## src/rtl/stack_sequencer.sv

```systemverilog
`default_nettype none
// ============================================================================
// Module   : stack_sequencer
// Function : Multi-cycle PUSH / POP / ALU instruction sequencer that drives a
//            stack and an external ALU, with sticky error status.
// Revision : 1.0 - initial release
// ============================================================================
module stack_sequencer #(
    parameter int WIDTH = 32
) (
    input  logic             clock,
    input  logic             reset,
    input  logic [WIDTH-1:0] instr,
    input  logic             instr_valid,
    output logic             instr_ready,
    output logic             stack_push,
    output logic             stack_pop,
    output logic [WIDTH-1:0] stack_wdata,
    input  logic [WIDTH-1:0] stack_rdata,
    input  logic             stack_full,
    input  logic             stack_empty,
    output logic [3:0]       alu_op,
    output logic [WIDTH-1:0] alu_a,
    output logic [WIDTH-1:0] alu_b,
    input  logic [WIDTH-1:0] alu_result,
    output logic [WIDTH-1:0] out_data,
    output logic             out_valid,
    output logic             busy,
    output logic             err_overflow,
    output logic             err_underflow,
    output logic             err_illegal,
    input  logic             err_clr
);

    localparam logic [2:0] c_FETCH = 3'd0;
    localparam logic [2:0] c_IMM   = 3'd1;
    localparam logic [2:0] c_RD_A  = 3'd2;
    localparam logic [2:0] c_RD_B  = 3'd3;
    localparam logic [2:0] c_EXEC  = 3'd4;
    localparam logic [2:0] c_WR    = 3'd5;

    localparam logic [5:0] c_OP_PUSH = 6'd1;
    localparam logic [5:0] c_OP_POP  = 6'd2;
    localparam logic [5:0] c_OP_ADD  = 6'd3;
    localparam logic [5:0] c_OP_NOR  = 6'd7;

    logic [2:0]       r_state;
    logic [2:0]       w_state_nxt;
    logic [5:0]       r_opcode;
    logic [WIDTH-1:0] r_opa;
    logic [WIDTH-1:0] r_opb;
    logic [WIDTH-1:0] r_result;
    logic [WIDTH-1:0] r_out_data;
    logic             r_out_valid;
    logic             r_err_ovf;
    logic             r_err_unf;
    logic             r_err_ill;
    logic             w_set_ovf;
    logic             w_set_unf;
    logic             w_set_ill;
    logic [5:0]       w_opcode;
    logic             w_accept;

    assign w_opcode = instr[WIDTH-1 -: 6];
    assign w_accept = (r_state == c_FETCH) && instr_valid;

    // State register
    always_ff @(posedge clock or posedge reset) begin
        if (reset) begin
            r_state <= c_FETCH;
        end else begin
            r_state <= w_state_nxt;
        end
    end

    always_comb begin
        w_state_nxt = r_state;
        w_set_ovf   = 1'b0;
        w_set_unf   = 1'b0;
        w_set_ill   = 1'b0;
        case (r_state)
            c_FETCH: begin
                if (instr_valid) begin
                    if (w_opcode == c_OP_PUSH) begin
                        w_state_nxt = c_IMM;
                    end else if (w_opcode >= c_OP_POP && w_opcode <= c_OP_NOR) begin
                        w_state_nxt = c_RD_A;
                    end else begin
                        w_set_ill = 1'b1;
                    end
                end
            end
            c_IMM: begin
                if (instr_valid) begin
                    w_state_nxt = c_WR;
                end
            end
            c_RD_A: begin
                if (stack_empty) begin
                    w_set_unf   = 1'b1;
                    w_state_nxt = c_FETCH;
                end else if (r_opcode == c_OP_POP) begin
                    w_state_nxt = c_FETCH;
                end else begin
                    w_state_nxt = c_RD_B;
                end
            end
            c_RD_B: begin
                if (stack_empty) begin
                    w_set_unf   = 1'b1;
                    w_state_nxt = c_FETCH;
                end else begin
                    w_state_nxt = c_EXEC;
                end
            end
            c_EXEC: w_state_nxt = c_WR;
            c_WR: begin
                w_set_ovf   = stack_full;
                w_state_nxt = c_FETCH;
            end
            default: w_state_nxt = c_FETCH;
        endcase
    end

    // Datapath registers and sticky error flags (a same-cycle set beats err_clr)
    always_ff @(posedge clock or posedge reset) begin
        if (reset) begin
            r_opcode    <= '0;
            r_opa       <= '0;
            r_opb       <= '0;
            r_result    <= '0;
            r_out_data  <= '0;
            r_out_valid <= 1'b0;
            r_err_ovf   <= 1'b0;
            r_err_unf   <= 1'b0;
            r_err_ill   <= 1'b0;
        end else begin
            r_out_valid <= 1'b0;
            if (w_accept) begin
                r_opcode <= w_opcode;
            end
            if (r_state == c_IMM && instr_valid) begin
                r_result <= instr;
            end
            if (r_state == c_EXEC) begin
                r_result <= alu_result;
            end
            if (r_state == c_RD_A && !stack_empty) begin
                r_opb <= stack_rdata;
                if (r_opcode == c_OP_POP) begin
                    r_out_data  <= stack_rdata;
                    r_out_valid <= 1'b1;
                end
            end
            if (r_state == c_RD_B && !stack_empty) begin
                r_opa <= stack_rdata;
            end
            r_err_ovf <= w_set_ovf | (r_err_ovf & ~err_clr);
            r_err_unf <= w_set_unf | (r_err_unf & ~err_clr);
            r_err_ill <= w_set_ill | (r_err_ill & ~err_clr);
        end
    end

    assign instr_ready   = (r_state == c_FETCH) || (r_state == c_IMM);
    assign busy          = (r_state != c_FETCH);
    assign stack_pop     = ((r_state == c_RD_A) || (r_state == c_RD_B)) && !stack_empty;
    assign stack_push    = (r_state == c_WR) && !stack_full;
    assign stack_wdata   = r_result;
    assign alu_op        = (r_state == c_EXEC) ? r_opcode[3:0] : 4'd0;
    assign alu_a         = r_opa;
    assign alu_b         = r_opb;
    assign out_data      = r_out_data;
    assign out_valid     = r_out_valid;
    assign err_overflow  = r_err_ovf;
    assign err_underflow = r_err_unf;
    assign err_illegal   = r_err_ill;

endmodule
`default_nettype wire

```

## config.mk

```make
export PLATFORM = sky130hd
export DESIGN_NAME = stack_sequencer
export DESIGN_NICKNAME = d
export VERILOG_FILES = /design/src/rtl/stack_sequencer.sv
export SDC_FILE = /design/constraint.sdc
export NUM_CORES = 1
export LEC_CHECK = 0
export ABC_CLOCK_PERIOD_IN_PS = 6600
export CAP_MARGIN = 20
export CORE_ASPECT_RATIO = 1.4
export CORE_MARGIN = 8
export CORE_UTILIZATION = 43
export CTS_CLUSTER_SIZE = 12
export DETAILED_ROUTE_END_ITERATION = 6
export HOLD_SLACK_MARGIN = 0.05
export MAX_ROUTING_LAYER = met4
export PLACE_DENSITY = 0.81
export SKIP_CTS_REPAIR_TIMING = 1
export SLEW_MARGIN = 15
export SYNTH_ARGS = -nofsm -noshare
export SYNTH_HDL_FRONTEND = slang
export SYNTH_SLANG_ARGS = --single-unit
```

## constraint.sdc

```tcl
create_clock -name clock -period 6.6 [get_ports clock]
set_clock_uncertainty 0.05 [all_clocks]
set_input_delay 1.32 -clock clock [delete_from_list [all_inputs] [get_ports clock]]
set_output_delay 1.32 -clock clock [all_outputs]
set_load 0.03 [all_outputs]
```

; ---- Word level (Yosys, flattened, before mapping)
; Cells that the tools add are included.
; Widths: inputs -> output; s select.
[op_classes]
muxes = 20
eq_ne = 10
reduce_logical = 17
bitwise_logic = 7
magnitude_cmp = 2
[op_table]
columns = cell, n
row1 = $mux 32, 2
row2 = $mux 3, 5
row3 = $pmux 3 s5, 1
row4 = $mux 1, 9
row5 = $logic_and 1x1->1, 7
row6 = $eq 3x2->1 const B, 2
row7 = $eq 3x3->1 const B, 2
row8 = $eq 6x1->1 const B, 1
row9 = $eq 6x2->1 const B, 1
row10 = $ge 6x2->1 const B, 1
row11 = $le 6x3->1 const B, 1
row12 = $mux 2, 2
row13 = $mux 4, 1
row14 = $ne 2x2->1 const B, 2
row15 = $and 1x1->1, 3
row16 = $eq 3x1->1 const B, 1
row17 = $logic_not 3->1, 1
row18 = $ne 3x1->1 const B, 1
row19 = $or 1x1->1, 3
row20 = $reduce_and 3->1, 1
row21 = $reduce_bool 3->1, 1
row22 = $logic_not 1->1, 2
row23 = $logic_or 1x1->1, 2
row24 = $reduce_and 2->1, 1
row25 = 3 further kinds, 3
[word_totals]
register_bits = 141
elab_cells = 66
in_bits = 102
output_inout_bits = 140

; ---- Longest topological paths before layout
[depth]
ltp_word = 7
ltp_mapped = 8
mapped_depth_nobuf = 4

; ---- Worst setup path before layout
; No wires, ideal clock.
[synth_timing]
path_type = input to output
start = input port stack_full
end = output port stack_push
arrival_time_ns = 2.001
n_path_buf = 0
required_ns = 5.230
setup_slack_ns = 3.229
stages = 1
path_cell_list = nor3_1
[synth_via]
elab_chain_len = 2
[synth_lines]
columns = item, line
row1 = start: declaration, 20  ; input logic stack_full,
row2 = $logic_not 1->1, 167  ; assign stack_push = (r_state == c_WR) && !stack_full;
row3 = $logic_and 1x1->1, 167
row4 = end: declaration, 16  ; output logic stack_push,
; No other way between the ends.

; ---- Worst setup path after layout
[layout_timing]
start = input port stack_empty
end = output port stack_pop
[layout_via]
elab_chain_len = 2
[layout_lines]
columns = item, line
row1 = start: declaration, 21  ; input logic stack_empty,
row2 = $logic_not 1->1, 166  ; assign stack_pop = ((r_state == c_RD_A) || (r_state == c_RD_B)) && !stack_empty;
row3 = $logic_and 1x1->1, 166
row4 = end: declaration, 17  ; output logic stack_pop,
; No other way between the ends.

==> impl_metrics.ini <==
[routing]
avgRoutedWirePerCell_um = 19.2
drt-initial-drc-count = 133
vias_per_cell = 4.99
wl_mm = 16.1
vias = 4189
drt_drc_violations_left = 0
route.antenna.remaining_nets = 0
dr.pass1.iters = 4

[synthesis]
synth_seq_cells = 141
yosysUniqueCellTypes = 29
synth_flop_cell = dfrtp_1
netlist_instances = 403
avgSynthCellArea_um2 = 14.4
seq_area_frac_synth_pct = 60.9
syn_nets = 505
synth_top_cell_by_area = dfrtp_1
synthTopCellsByArea = dfrtp_1, mux2_2, mux2_4
synthesis.area_mm2 = 0.00579
synthArstFlopShare_pct = 100
ys.warnings.count = 0
yosysTopAreaCellShare_pct = 60.9
synth_edf_count = 0

[floorplanning]
rows = 50
initial_core_util_pct = 43.7
die_w_um = 114
die_y_um = 153
ios = 242
die_area_mm2 = 0.0175
fp.coreArea_mm2 = 0.0133

[power]
power.density_mw_per_mm2 = 448
ir_worst_vdd_mv = 0.278
p_leak_uw = 0.00394

[placement]
portBuffers = 241
pre_cts_ws_ps = 2440
hpwl_mm = 12.1
gp_congestion = 0.765

[timing]
rsz0062_at_grt = no
slew_headroom_pct = 43.5
finalCriticalPeriod_ps = 4140
fmax_ghz = 0.241
finalSetupViolations = 0
fin_ws_ps = 2460
fin_tns_setup_ps = 0
worst_pin_slew_ps = 848
hold_violations = 0
drv_slew = 0
finalCritPeriodShare_pct = 62.8

[clock_tree]
cts_buffers = 17
cts-root-buf = clkbuf_16
cts_sinks = 141
clkTransAtPathRegs_ps = 50
clockBufferDepth = 2
clock_latency_ps = 410
htreeDepth = 4
cts_tree = done

[worst_setup_path]
reg2reg_to = out_data[26]
reg2reg_from = r_state[1]
reg2reg_setup_slack_ps = 3610
critical_path.max_fanout = 4
start_kind = primary input
startpoint = stack_empty
critPathKind = in2out
cp_data_arrival_time_ps = 2770
worst-r2r-cell-count = 5
crit_required_ps = 5230
crit_path_end_kind = output port

[global_routing]
grt_pass1_vias = 4582
grt.overflow.total = 0
grtUsageTotal_pct = 19.0
grt_max_degree = 83
antenna_found_initial = 0
grt_pass1_wl_mm = 25.1

[cells_and_area]
drive_gt1_share_pct = 22.1
multiInputGateArea_mm2 = 0.00210
syn2layout_area_growth_pct = 54.2
fillCellCount = 974
nets = 746
seq_area_mm2 = 0.00353
num_antenna_cells = 0
mostFrequentLayoutCell = clkdlybuf4s50_1
layout_common_cells = clkdlybuf4s50_1, dfrtp_1, mux2_2, nor2_1, a21oi_1

[job]
max_cap_viol_count = 0

[worst_hold_path]
hold_end = alu_a[15]
min-delay-path-class = reg2reg
hold_depth = 1
hp-start = alu_a[15]

[status]
run_status = finished, final reports clean
synthesized netlist by cell type (all sizes together) (2+ instances only):
| cell type | count |
|---|---|
| mux2i | 32 |
| nand2b | 2 |
| a21oi | 35 |
| o21ai | 3 |
| nand2 | 2 |
| nand3b | 4 |
| nor3 | 2 |
| mux2 | 102 |
| and2 | 5 |
| buf | 21 |
| nor2 | 35 |
| inv | 7 |
| clkbuf | 2 |
| dfrtp | 141 |
critical path, stage by stage:
cell and delay (ps):
clkdlybuf4s50_1 460, nor3b_4 240, clkdlybuf4s50_1 750
worst max-delay path by stage:
| stage | to | slack, ps | cells past startpoint |
|---|---|---|---|
| 3_3_place_gp | out_data[1] | 2230 | 5 |
| 6_report | stack_pop | 2460 | 3 |
| 2_1_floorplan | alu_a[0] | 1450 | 1 |
| 3_5_place_dp | out_data[2] | 2440 | 6 |
| 4_1_cts | stack_pop | 2460 | 3 |
| 5_1_grt | stack_pop | 2430 | 3 |
final cells by class:
type / instances / share of cell area, %
Sequential cell: 141 / 39.5
Inverter: 7 / 0.350
Timing Repair Buffer: 245 / 27.5
Clock buffer: 19 / 4.96
Tap cell: 182 / 2.55
Clock inverter: 13 / 1.57
Multi-Input combinational cell: 232 / 23.5
kinds of logic (layout without fill, tap and decap cells):
kind of cell / after synthesis / in the layout / share of synthesized area (%)
DFF: 141 / 141 / 60.9
muxes: 134 / 134 / 27.3
and+or+nand+nor: 55 / 55 / 4.75
AOI/OAI and AO/OA: 43 / 43 / 4.02
buffers and inverters: 30 / 284 / 3.03
where the power goes:
group	switching [uW]	leakage, uW	internal, uW
registers	158	0.00180	1130
logic	996	0.00186	773
clock network	369	0.000276	568
total	1520	0.00394	2480
per-layer routing:
layer  global-route usage [%]  share of wire [%]  vias up
li1                         -                  -     1912
met1                     20.3                 38     2075
met2                     32.1                 52      170
met3                     5.95                6.8       32
met4                     7.64                2.5        0
met5                        -                  0        -
flip-flops by register name, summed over array words and instances (netlist names):
register,count
alu_a,32
alu_b,32
err_illegal,1
err_overflow,1
err_underflow,1
out_data,32
out_valid,1
r_opcode,6
r_state,3
stack_wdata,32
through the flow:
stage          utilization, %  hold slack [ps]  instance area [um^2]  power (uW)  std cells
6_report                 67.3              455                  8930        4000        839
5_1_grt                  67.3              464                  8930        4190        839
4_1_cts                  67.3              457                  8930        4040        839
3_5_place_dp             62.9              443                  8340        3090        807
3_3_place_gp             62.8              439                  8320        3030        806
2_1_floorplan               -              431                  5790        2330        403
Power figures use the tool's default switching activity.
